==> config.mk <==
export PLATFORM = sky130hd
export DESIGN_NAME = m_store_buf
export DESIGN_NICKNAME = d
export VERILOG_FILES = /design/src/rtl/m_store_buf.sv
export SDC_FILE = /design/constraint.sdc
export NUM_CORES = 1
export LEC_CHECK = 0
export BUFFER_PORTS_ARGS = -buffer_cell sky130_fd_sc_hd__buf_4
export CORE_MARGIN = 1.5
export CORE_UTILIZATION = 59
export DETAILED_ROUTE_END_ITERATION = 10
export GPL_ROUTABILITY_DRIVEN = 0
export PLACE_DENSITY = 0.85
export SYNTH_ARGS = -nofsm -noshare
export SYNTH_HDL_FRONTEND = slang
export SYNTH_SLANG_ARGS = --single-unit
==> constraint.sdc <==
create_clock -name clk -period 3.8 [get_ports clk]
set_clock_uncertainty 0.15 [all_clocks]
set_input_delay 0.76 -clock clk [delete_from_list [all_inputs] [get_ports clk]]
set_output_delay 0.76 -clock clk [all_outputs]
set_load 0.005 [all_outputs]
==> src/rtl/m_store_buf.sv <==
// Store buffer: encodes sw/sb/sh into word address, lane-replicated data and byte
// enables, queues them FIFO and presents the head to memory. Define STORE_ALIGN_CHECK_EN to reject misaligned sw/sh.
module m_store_buf #(
    parameter int DEPTH = 2
) (
    input  logic                     clk,
    input  logic                     reset_n,
    input  logic                     st_valid,
    output logic                     st_ready,
    input  logic [31:0]              st_addr,
    input  logic [31:0]              st_data,
    input  logic [2:0]               st_op,
    output logic                     st_err,
    output logic                     mem_valid,
    input  logic                     mem_ready,
    output logic [31:0]              mem_addr,
    output logic [31:0]              mem_wdata,
    output logic [3:0]               mem_be,
    output logic [$clog2(DEPTH):0]   count
);

    localparam int PW = (DEPTH > 1) ? $clog2(DEPTH) : 1;
    localparam int CW = $clog2(DEPTH) + 1;
    localparam logic [CW-1:0] FULL = CW'(DEPTH);

    localparam logic [2:0] OP_SW = 3'b000;
    localparam logic [2:0] OP_SB = 3'b001;
    localparam logic [2:0] OP_SH = 3'b010;

    logic [31:0]   addr_q  [DEPTH];
    logic [31:0]   wdata_q [DEPTH];
    logic [3:0]    be_q    [DEPTH];
    logic [PW-1:0] wr_ptr_q, wr_ptr_d;
    logic [PW-1:0] rd_ptr_q, rd_ptr_d;
    logic [CW-1:0] count_q, count_d;
    logic          st_err_q, st_err_d;

    logic [31:0]   enc_addr;
    logic [31:0]   enc_wdata;
    logic [3:0]    enc_be;
    logic          enc_legal;
    logic          take;
    logic          push;
    logic          pop;

    always_comb begin
        enc_addr  = {st_addr[31:2], 2'b00};
        enc_wdata = '0;
        enc_be    = '0;
        enc_legal = 1'b0;
        case (st_op)
            OP_SW: begin
                enc_wdata = st_data;
                enc_be    = 4'b1111;
`ifdef STORE_ALIGN_CHECK_EN
                enc_legal = (st_addr[1:0] == 2'b00);
`else
                enc_legal = 1'b1;
`endif
            end
            OP_SB: begin
                enc_wdata = {4{st_data[7:0]}};
                enc_be    = 4'b0001 << st_addr[1:0];
                enc_legal = 1'b1;
            end
            OP_SH: begin
                enc_wdata = {2{st_data[15:0]}};
                enc_be    = st_addr[1] ? 4'b1100 : 4'b0011;
`ifdef STORE_ALIGN_CHECK_EN
                enc_legal = !st_addr[0];
`else
                enc_legal = 1'b1;
`endif
            end
            default: enc_legal = 1'b0;
        endcase
    end

    // Ready depends only on occupancy, so mem_ready never reaches st_ready.
    assign st_ready  = (count_q < FULL);
    assign mem_valid = (count_q != '0);
    assign take      = st_valid && st_ready;
    assign push      = take && enc_legal;
    assign pop       = mem_valid && mem_ready;

    always_comb begin
        wr_ptr_d = wr_ptr_q;
        rd_ptr_d = rd_ptr_q;
        count_d  = count_q;
        st_err_d = take && !enc_legal;
        if (push) wr_ptr_d = wr_ptr_q + 1'b1;
        if (pop)  rd_ptr_d = rd_ptr_q + 1'b1;
        case ({push, pop})
            2'b10:   count_d = count_q + 1'b1;
            2'b01:   count_d = count_q - 1'b1;
            default: count_d = count_q;
        endcase
    end

    always_ff @(posedge clk or negedge reset_n) begin
        if (!reset_n) begin
            wr_ptr_q <= '0;
            rd_ptr_q <= '0;
            count_q  <= '0;
            st_err_q <= 1'b0;
            for (int i = 0; i < DEPTH; i++) begin
                addr_q[i]  <= '0;
                wdata_q[i] <= '0;
                be_q[i]    <= '0;
            end
        end else begin
            wr_ptr_q <= wr_ptr_d;
            rd_ptr_q <= rd_ptr_d;
            count_q  <= count_d;
            st_err_q <= st_err_d;
            if (push) begin
                addr_q[wr_ptr_q]  <= enc_addr;
                wdata_q[wr_ptr_q] <= enc_wdata;
                be_q[wr_ptr_q]    <= enc_be;
            end
        end
    end

    // Head fields are forced to zero when empty so stale entries never show.
    assign mem_addr  = mem_valid ? addr_q[rd_ptr_q]  : '0;
    assign mem_wdata = mem_valid ? wdata_q[rd_ptr_q] : '0;
    assign mem_be    = mem_valid ? be_q[rd_ptr_q]    : '0;
    assign st_err    = st_err_q;
    assign count     = count_q;

endmodule

==> results.json <==
{
  "setup_violations": 0,
  "hold_class": "in2async",
  "coreArea_sq_mm": 0.0114,
  "fin_cells": 816,
  "ys_seq_elements": 137,
  "synth_top_area_cell": "dfrtp_1",
  "grt_max_degree": 97,
  "cts_setup_buffers": 0,
  "root_buffer": "clkbuf_16",
  "dp.cells": 786,
  "required_ps": 2890,
  "synth_cell_types": 35,
  "drc": 0,
  "clk_latency_ps": 400,
  "fin_crit_sh_pct": 84.4,
  "p_clk_share_pct": 24.7,
  "power.share.combinational_pct": 37.4,
  "fin_util_pct": 75.0,
  "first_pass_iters": 5,
  "path_max_fanout": 67,
  "io_pins": 144,
  "rsz0062_at_grt": "false",
  "wl_per_cell_microns": 18.7,
  "fin_crit_ps": 3210,
  "fp.dieW_microns": 111,
  "vias": 4677,
  "synth_async_sr_flop_share_pct": 100,
  "routed_via_density": 5.73,
  "grt_first_pass_wirelength_microns": 25200,
  "grt_pass1_vias": 5031,
  "internal_power_mw": 4.97,
  "yosysSeqAreaShare_pct": 50.2,
  "crit_slowest_cell": "dfrtp_4",
  "final_max_slew_viol_count": 0,
  "setup_slack_ps": 592,
  "clk_pin_slew_ps": 50,
  "ys_warn_count": 0,
  "grt_overflow": 0,
  "synth_edf_count": 0,
  "rows": 39,
  "antenna_cells": 0,
  "port_buffers": 141,
  "status": "finished clean",
  "die_h_microns": 111,
  "initial_core_util_pct": 60.0,
  "dpl_worst_slack_ps": 894,
  "critPathMaxStageDelay_ps": 1250,
  "antenna_found_initial": 0,
  "startpoint_type": "flip-flop",
  "end_kind": "primary output",
  "worstPathCellList": "mux2i_1, nor2_1, buf_4",
  "switchingPower_mw": 2.25,
  "fin_nets": 734,
  "syn2layout_area_growth_pct": 25.0,
  "htreeDepth": 4,
  "sw_frac_of_total_pct": 31.2,
  "tns_ps": 0,
  "die_area_sq_mm": 0.0122,
  "hpwl_microns": 9990,
  "max_freq_mhz": 312,
  "cts_resized": 0,
  "yosysTopAreaCellShare_pct": 50.2,
  "cts_sinks": 137,
  "drive_gt1_share_pct": 31.9,
  "seqPwrFrac_pct": 37.9,
  "arrival_ps": 2300,
  "p_per_area_mw_per_mm2": 846,
  "grt_usage_pct": 25.9,
  "worstSetupPathType": "reg2out",
  "syn_area_sq_mm": 0.00682,
  "cts_tree": "built",
  "vdd_ir_drop_max_mv": 0.549,
  "synthTopCellsByArea": "dfrtp_1 50%, mux2_1 16%, mux2i_1 13%",
  "numCtsBuffers": 17,
  "ant_nets": 0,
  "synth_top_flop_cell": "dfrtp_1",
  "drt_iter0_drc": 215,
  "postRouteWirelength_microns": 15300,
  "leakage_nw": 4.17,
  "synth.avg_cell_area_sq_um": 12.7,
  "max-cap-violations": 0,
  "synth_cells": 537,
  "maxSlewHeadroom_pct": 17.8,
  "postCtsHoldBufs": 0,
  "hold_violations": 0,
  "cts_buffer_depth": 2,
  "worst_pin_slew_ps": 1230,
  "design_power_total_mw": 7.21
}
[state kept, by name (all words and copies together) (netlist names)]
| signal | count |
|---|---|
| wr_ptr_q | 1 |
| be_q | 8 |
| st_err | 1 |
| count | 2 |
| wdata_q | 64 |
| addr_q | 60 |
| rd_ptr_q | 1 |
[cell families after synthesis]
logic type / Yosys count / share of synthesized area [%]
DFF: 137 / 50.2
buffers and inverters: 45 / 4.38
adders and majority gates: 1 / 0.183
AOI/OAI and AO/OA: 36 / 3.76
and+or+nand+nor: 96 / 6.71
muxes: 216 / 34.0
xor gates and xnor gates: 5 / 0.642
other: 1 / 0.0550
[placed cells by master, fill, tap and decap left out, drive strengths merged, types with 3 or more instances in the layout]
cell and instances:
bufinv 5, a21o 3, xnor2 4, nand2b 12, mux2i 89, dfrtp 137
mux2 127, buf 147, o2bb2ai 8, nor2 69, a21oi 9, inv 3
a31oi 8, nand3b 8, clkbuf 22
[per-stage QoR]
step / hold slack, ps / area (sq um)
after floorplan: 307 / 6830
after global placement: 316 / 7890
after detailed placement: 324 / 7890
after CTS: 335 / 8530
after global routing: 350 / 8530
final: 296 / 8530
[final cells by class]
| cell class | count | area (sq um) |
|---|---|---|
| clock buffers | 22 | 474 |
| clock inverters | 8 | 168 |
| fillers | 774 | 2840 |
| inverters | 3 | 11.3 |
| multi-input cells | 356 | 3110 |
| flip-flops and latches | 137 | 3430 |
| well taps | 143 | 179 |
| repair buffers | 147 | 1160 |
[worst max-delay path, delay by kind of cell (launching register included)]
family / cells / cell delay [ps]
muxes: 1 / 230
and+or+nand+nor: 1 / 240
DFF: 1 / 1250
buffers and inverters: 1 / 150
[final timing paths]
kind                             start             to  slack [ps]  cells past startpoint
max reg2reg                   count[1]    wdata_q[15]        1420                      4
min reg2reg                wdata_q[61]    wdata_q[61]         330                      1
min                            reset_n    wdata_q[45]         300                      1
min in group clk           wdata_q[61]    wdata_q[61]         330                      1
max in group asynchronous      reset_n    wdata_q[58]        2460                      2
max                           rd_ptr_q  mem_wdata[24]         590                      3
[cells in the mapped netlist, types with 2 or more instances]
library cell,n
dfrtp_1,137
mux2_1,96
mux2i_1,89
nor2_1,69
mux2_2,31
buf_2,14
buf_6,13
nand2b_1,11
a21oi_1,8
a31oi_1,8
clkbuf_1,8
nand3b_1,8
o2bb2ai_1,8
buf_4,4
xnor2_1,4
buf_1,3
a21o_1,2
inv_1,2
nor2b_1,2
nor3_4,2
o21ai_0,2
o31ai_1,2
o41ai_1,2
[routing by layer]
layer / part of all wire [%] / global-route usage (%) / up-vias
li1: - / - / 2142
met1: 41 / 32.2 / 2345
met2: 50 / 43.3 / 174
met3: 7.6 / 8.29 / 16
met4: 1.4 / 7.86 / 0
met5: 0 / 0 / -
[power groups by stage]
| stage | logic, mW | registers (mW) | clock network [mW] |
|---|---|---|---|
| after floorplan | 1.72 | 2.42 | 0 |
| after CTS | 2.74 | 2.73 | 1.80 |
| after global routing | 2.95 | 2.83 | 1.86 |
| after detailed placement | 2.71 | 2.74 | 0 |
| final | 2.70 | 2.74 | 1.78 |
| after global placement | 2.62 | 2.68 | 0 |
(Power assumes the default switching activity.)
